--- config.mk ---
export PLATFORM = sky130hd
export DESIGN_NAME = spart_rx_fifo
export DESIGN_NICKNAME = d
export VERILOG_FILES = /design/src/rtl/spart_rx_fifo_pkg.sv /design/src/rtl/spart_rx_fifo_sync_fifo.sv /design/src/rtl/spart_rx_fifo.sv
export SDC_FILE = /design/constraint.sdc
export NUM_CORES = 1
export LEC_CHECK = 0
export ABC_CLOCK_PERIOD_IN_PS = 7150
export CAP_MARGIN = 15
export CELL_PAD_IN_SITES_DETAIL_PLACEMENT = 1
export CELL_PAD_IN_SITES_GLOBAL_PLACEMENT = 1
export CORE_UTILIZATION = 52
export DETAILED_ROUTE_END_ITERATION = 6
export PLACE_DENSITY = 0.82
export SLEW_MARGIN = 20
export SYNTH_ARGS = -nofsm -noshare
export SYNTH_HDL_FRONTEND = slang
export SYNTH_SLANG_ARGS = --single-unit
--- constraint.sdc ---
create_clock -name clk -period 7.15 [get_ports clk]
set_input_delay 0.715 -clock clk [delete_from_list [all_inputs] [get_ports clk]]
set_output_delay 0.715 -clock clk [all_outputs]
set_load 0.02 [all_outputs]
--- src/rtl/spart_rx_fifo_pkg.sv ---
// Shared definitions for the SPART receiver: FSM state encodings, default oversample
// ratio and the three-sample majority voter.
package spart_rx_fifo_pkg;

    localparam logic [2:0] StIdle   = 3'd0;
    localparam logic [2:0] StStart  = 3'd1;
    localparam logic [2:0] StData   = 3'd2;
    localparam logic [2:0] StParity = 3'd3;
    localparam logic [2:0] StStop   = 3'd4;

    localparam int unsigned DEFAULT_OVERSAMPLE = 16;

    function automatic logic majority3(input logic a, input logic b, input logic c);
        return (a & b) | (a & c) | (b & c);
    endfunction

endpackage

--- src/rtl/spart_rx_fifo_sync_fifo.sv ---
// Synchronous show-ahead FIFO used as the SPART receive buffer.
// Ports:
//   clk_i, rst_ni    clock, asynchronous active-low reset
//   push_i, wdata_i  write request and data (dropped when full unless popping)
//   pop_i            remove head (ignored when empty)
//   rdata_o          head entry, combinational from storage; 0 when empty
//   full_o, empty_o  occupancy flags
//   count_o          number of entries held
module spart_rx_fifo_sync_fifo #(
    parameter int unsigned WIDTH = 8,
    parameter int unsigned DEPTH = 4
) (
    input  logic                     clk_i,
    input  logic                     rst_ni,
    input  logic                     push_i,
    input  logic [WIDTH-1:0]         wdata_i,
    input  logic                     pop_i,
    output logic [WIDTH-1:0]         rdata_o,
    output logic                     full_o,
    output logic                     empty_o,
    output logic [$clog2(DEPTH):0]   count_o
);

    localparam int unsigned AW = $clog2(DEPTH);

    logic [WIDTH-1:0] mem_q [DEPTH];
    logic [AW-1:0]    wptr_q, rptr_q;
    logic [AW:0]      count_q;
    logic             do_push, do_pop;

    assign empty_o = (count_q == '0);
    assign full_o  = (count_q == (AW+1)'(DEPTH));
    assign count_o = count_q;

    // A pop in the same cycle frees a slot, so a push into a full FIFO is accepted then.
    assign do_pop  = pop_i & ~empty_o;
    assign do_push = push_i & (~full_o | do_pop);

    assign rdata_o = empty_o ? '0 : mem_q[rptr_q];

    always_ff @(posedge clk_i) begin
        if (do_push) begin
            mem_q[wptr_q] <= wdata_i;
        end
    end

    // DEPTH is a power of two, so the pointers wrap naturally.
    always_ff @(posedge clk_i or negedge rst_ni) begin
        if (!rst_ni) begin
            wptr_q  <= '0;
            rptr_q  <= '0;
            count_q <= '0;
        end else begin
            if (do_push) wptr_q <= wptr_q + AW'(1);
            if (do_pop)  rptr_q <= rptr_q + AW'(1);
            if (do_push && !do_pop)      count_q <= count_q + (AW+1)'(1);
            else if (do_pop && !do_push) count_q <= count_q - (AW+1)'(1);
        end
    end

endmodule

--- src/rtl/spart_rx_fifo.sv ---
// SPART receiver: oversampled async serial RX with majority-vote bit sampling, optional
// parity, sticky framing/parity/overrun flags and a show-ahead receive FIFO.
// Ports:
//   clk, rst        system clock, asynchronous active-low reset
//   en              oversample tick (OVERSAMPLE per bit period)
//   RxD             asynchronous serial input, idle high
//   rd_rx           pop FIFO head; clr_err clears the sticky flags
//   RxD_data        FIFO head (valid while RDA); RDA = FIFO not empty
//   fifo_full/count FIFO occupancy
//   frame_err, parity_err, overrun  sticky error flags
module spart_rx_fifo
    import spart_rx_fifo_pkg::*;
#(
    parameter int unsigned DATA_W     = 8,
    parameter int unsigned OVERSAMPLE = DEFAULT_OVERSAMPLE,
    parameter int unsigned PARITY_EN  = 0,
    parameter int unsigned PARITY_ODD = 0,
    parameter int unsigned FIFO_DEPTH = 4
) (
    input  logic                          clk,
    input  logic                          rst,
    input  logic                          en,
    input  logic                          RxD,
    input  logic                          rd_rx,
    input  logic                          clr_err,
    output logic [DATA_W-1:0]             RxD_data,
    output logic                          RDA,
    output logic                          fifo_full,
    output logic [$clog2(FIFO_DEPTH):0]   count,
    output logic                          frame_err,
    output logic                          parity_err,
    output logic                          overrun
);

    localparam int unsigned TW = $clog2(OVERSAMPLE);
    localparam int unsigned BW = $clog2(DATA_W);

    // Samples taken at M-1 and M; the third sample is live at M+1 where the bit is decided.
    localparam logic [TW-1:0] T_LO   = TW'(OVERSAMPLE / 2 - 1);
    localparam logic [TW-1:0] T_MID  = TW'(OVERSAMPLE / 2);
    localparam logic [TW-1:0] T_DEC  = TW'(OVERSAMPLE / 2 + 1);
    localparam logic [TW-1:0] T_LAST = TW'(OVERSAMPLE - 1);
    localparam logic [BW-1:0] BIT_LAST = BW'(DATA_W - 1);

    logic              rx_meta_q, rx_sync_q;
    logic [2:0]        state_q, state_d;
    logic [TW-1:0]     t_q, t_d;
    logic [BW-1:0]     bit_q, bit_d;
    logic [DATA_W-1:0] shift_q, shift_d;
    logic              s0_q, s1_q;
    logic              voted, decide, t_last;
    logic              push, set_fe, set_pe, set_ov;
    logic              frame_err_q, parity_err_q, overrun_q;
    logic              empty;

    assign voted  = majority3(s0_q, s1_q, rx_sync_q);
    assign decide = (t_q == T_DEC);
    assign t_last = (t_q == T_LAST);

    always_comb begin
        state_d = state_q;
        t_d     = t_q;
        bit_d   = bit_q;
        shift_d = shift_q;
        push    = 1'b0;
        set_fe  = 1'b0;
        set_pe  = 1'b0;
        if (en) begin
            if (state_q != StIdle) t_d = t_last ? '0 : t_q + TW'(1);
            case (state_q)
                StIdle: begin
                    if (!rx_sync_q) begin
                        state_d = StStart;
                        t_d     = '0;
                    end
                end
                StStart: begin
                    if (decide && voted) begin
                        // Low pulse shorter than half a bit: treat as noise.
                        state_d = StIdle;
                        t_d     = '0;
                    end else if (t_last) begin
                        state_d = StData;
                        bit_d   = '0;
                    end
                end
                StData: begin
                    if (decide) shift_d = {voted, shift_q[DATA_W-1:1]};
                    if (t_last) begin
                        if (bit_q == BIT_LAST) begin
                            state_d = (PARITY_EN != 0) ? StParity : StStop;
                        end else begin
                            bit_d = bit_q + BW'(1);
                        end
                    end
                end
                StParity: begin
                    if (decide && (voted != ((^shift_q) ^ (PARITY_ODD != 0)))) set_pe = 1'b1;
                    if (t_last) state_d = StStop;
                end
                StStop: begin
                    // Leave mid stop bit so a back-to-back start edge is not missed.
                    if (decide) begin
                        if (voted) push = 1'b1;
                        else       set_fe = 1'b1;
                        state_d = StIdle;
                        t_d     = '0;
                    end
                end
                default: begin
                    state_d = StIdle;
                    t_d     = '0;
                end
            endcase
        end
    end

    assign set_ov = push & fifo_full & ~rd_rx;

    always_ff @(posedge clk or negedge rst) begin
        if (!rst) begin
            rx_meta_q    <= 1'b1;
            rx_sync_q    <= 1'b1;
            state_q      <= StIdle;
            t_q          <= '0;
            bit_q        <= '0;
            shift_q      <= '0;
            s0_q         <= 1'b1;
            s1_q         <= 1'b1;
            frame_err_q  <= 1'b0;
            parity_err_q <= 1'b0;
            overrun_q    <= 1'b0;
        end else begin
            rx_meta_q <= RxD;
            rx_sync_q <= rx_meta_q;
            state_q   <= state_d;
            t_q       <= t_d;
            bit_q     <= bit_d;
            shift_q   <= shift_d;
            if (en && t_q == T_LO)  s0_q <= rx_sync_q;
            if (en && t_q == T_MID) s1_q <= rx_sync_q;
            // A set event in the same cycle as clr_err wins.
            frame_err_q  <= set_fe | (frame_err_q  & ~clr_err);
            parity_err_q <= set_pe | (parity_err_q & ~clr_err);
            overrun_q    <= set_ov | (overrun_q    & ~clr_err);
        end
    end

    spart_rx_fifo_sync_fifo #(
        .WIDTH (DATA_W),
        .DEPTH (FIFO_DEPTH)
    ) u_fifo (
        .clk_i   (clk),
        .rst_ni  (rst),
        .push_i  (push),
        .wdata_i (shift_q),
        .pop_i   (rd_rx),
        .rdata_o (RxD_data),
        .full_o  (fifo_full),
        .empty_o (empty),
        .count_o (count)
    );

    assign RDA        = ~empty;
    assign frame_err  = frame_err_q;
    assign parity_err = parity_err_q;
    assign overrun    = overrun_q;

endmodule
==> results.toml <==
[status]
outcome = "completed"

[die]
initial_core_util = 0.544
die_width_um = 78.3
die-height_um = 78.3
pin_count = 22
rows = 27
coreArea_mm2 = 0.00557
die_area_mm2 = 0.00614

[clock_tree]
htreeDepth = 3
cts_root_buf = "clkbuf_8"
hold_buffers = 0
cts_resized = 0
post-cts-setup-buffers = 0
insertion_delay_ns = 0.34
clkTransAtPathRegs_ns = 0.07
cts_sinks = 64
cts_tree = "built"
clockBufferDepth = 2
cts_buffers = 9

[cells_and_area]
antenna_cells = 0
final_cell_mix = "edfxtp_1 (32), dfrtp_1 (28), clkdlybuf4s50_1 (21)"
nets = 260
drive_above_1_share = 0.177
area_growth_pct = 14.9
mostFrequentLayoutCell = "edfxtp_1"

[placement]
gp_congestion = 0.795
dp_slack_ns = 3.59
io_buffers = 21
hpwl_um = 4060

[timing]
setup_violations = 0
min_period_over_period = 0.464
clock_skew_ns = 0.0107
timing.final.crit_period_ns = 3.31
drv_slew = 0
finalSetupTns_ns = 0
tightest_slew_ns = 0.673
timing.fmax_mhz = 302
layout_setup_ws_ns = 3.84
finalHoldViolCount = 0
slew_headroom = 0.550
rsz0062_at_grt = "no"

[logic_synthesis]
synth_top_area_share = 0.317
synthTopCellsByArea = "edfxtp_1 (32%), dfrtp_1 (23%), mux4_2 (5.9%), ha_1 (4.1%), mux2_2 (4.1%)"
async_reset_ff_frac = 0.500
ys_ff_latch = 64
synth_edf_count = 32
syn_inst = 221
syn_area_mm2 = 0.00303
yosysWarnings = 0
postSynthAreaPerCell_um2 = 13.7
synth.distinct_cells = 51
syn_nets = 238
ys.flop_type = "edfxtp_1"
synth_area_leader_cell = "edfxtp_1"
ys_seq_area_frac = 0.583

[drt]
vias = 1837
dr.pass1.iters = 4
drt_wl_total_um = 6090
ant_nets = 0
routed_via_density = 5.74
drc = 0
wl_per_cell_um = 19.0
drtIter0Drc = 128

[setup_path]
path_max_fanout = 19
arrival_ns = 3.57
crit_path_end_kind = "flop"
crit_type = "in2reg"
cp.required_ns = 7.41
cp-start-kind = "input port"

[grt]
grt_pass1_wl_um = 10200
overflow = 0
grt_use_met2 = 0.401
grt_max_degree = 33
use_met3 = 0.0500
use_met1 = 0.271
grt_usage = 0.231
antenna_found_initial = 0
grt_pass1_vias = 1982
grt-busiest-layer = "met2"

[pwr]
power-per-cell-area_mw_per_mm2 = 347
ir_drop_mv = 0.172
p_leak_nw = 1.36

[min_path]
holdCritPathClass = "reg2reg"

[flow_run]
timing.max_cap.violations = 0
## cells in the mapped netlist (2+ instances only)
cell type and number:
nor3_1 3, mux2_2 11, xor2_1 2, dfstp_2 4, buf_2 2, o21ai_0 6, nand2_1 10, and2_1 12
nand2b_1 3, nor3b_1 2, nand3_1 3, edfxtp_1 32, ha_1 10, nor2_1 7, inv_1 14, a22o_1 2
buf_6 3, nor2b_1 2, and3_1 2, nand4_1 5, o211ai_1 2, dfrtp_1 28, o22ai_1 5, mux2i_1 2
a31oi_1 4, clkbuf_1 4, mux4_2 8, xnor2_1 10
## routing by layer
layer / routed length (µm) / share of wire
met3: 170 / 0.028
met1: 2540 / 0.42
met4: 112 / 0.018
met5: 0 / 0
met2: 3270 / 0.54
## final cells by class
cell class	count	area, µm²
clock buffers	12	145
clock inverters	4	68.8
fillers	553	2090
inverters	15	56.3
multi-input cells	131	1140
flip-flops and latches	64	1770
well taps	72	90.1
repair buffers	22	218
## stage by stage
stage,instances,instance area [µm²],total power [mW],util,hold WS [ns]
2_1_floorplan,221,3030,0.752,-,0.345
3_3_place_gp,304,3270,0.862,0.586,0.346
3_5_place_dp,304,3270,0.875,0.586,0.347
4_1_cts,320,3480,1.22,0.625,0.361
5_1_grt,320,3480,1.27,0.625,0.373
6_report,320,3480,1.21,0.625,0.360
## where the power goes
| group | internal (mW) | leakage (nW) | total, mW | switching (mW) |
|---|---|---|---|---|
| combinational | 0.184 | 0.582 | 0.355 | 0.171 |
| clock | 0.204 | 0.108 | 0.335 | 0.131 |
| sequential | 0.429 | 0.670 | 0.517 | 0.0880 |
## flip-flops by register name (all words and copies together), names as in the netlist
signal and cells:
u_fifo.mem_q 32, shift_q 8, t_q 4, bit_q 3, state_q 3, u_fifo.count_o 3, u_fifo.rptr_q 2, u_fifo.wptr_q 2
frame_err 1, overrun 1, parity_err 1, rx_meta_q 1, rx_sync_q 1, s0_q 1, s1_q 1
## final timing paths
path | startpoint | end | slack (ns) | cells after the start
min reg2reg | rx_meta_q$_DFF_PN1_ | rx_sync_q$_DFF_PN1_ | 0.36 | 0
min in group asynchronous | rst | u_fifo.rptr_q[1]$_DFFE_PN0P_ | 0.78 | 2
max reg2reg | t_q[0]$_DFFE_PN0P_ | u_fifo.count_o[2]$_DFFE_PN0P_ | 4.17 | 10
max | en | u_fifo.count_o[2]$_DFFE_PN0P_ | 3.84 | 9
max in group asynchronous | rst | rx_sync_q$_DFF_PN1_ | 6.01 | 2
min | rx_meta_q$_DFF_PN1_ | rx_sync_q$_DFF_PN1_ | 0.36 | 0
## logic make-up (layout without fill, tap and decap cells)
family	Yosys count	in the layout	synth area share
AOI/OAI and AO/OA	31	31	0.0751
and+or+nand+nor	54	54	0.0995
muxes	21	21	0.107
adders and majority gates	12	12	0.0516
DFF	64	64	0.583
buffers and inverters	26	53	0.0417
xor gates and xnor gates	13	13	0.0421
## worst max-delay path: stages
cell and delay, ns:
clkdlybuf4s50_1 0.90, nand4_1 0.21, nor2b_1 0.45, ha_1 0.29
inv_1 0.06, fa_1 0.39, xor2_1 0.18, nor2_1 0.16
xor2_1 0.19
Power figures use the tool's default switching activity.
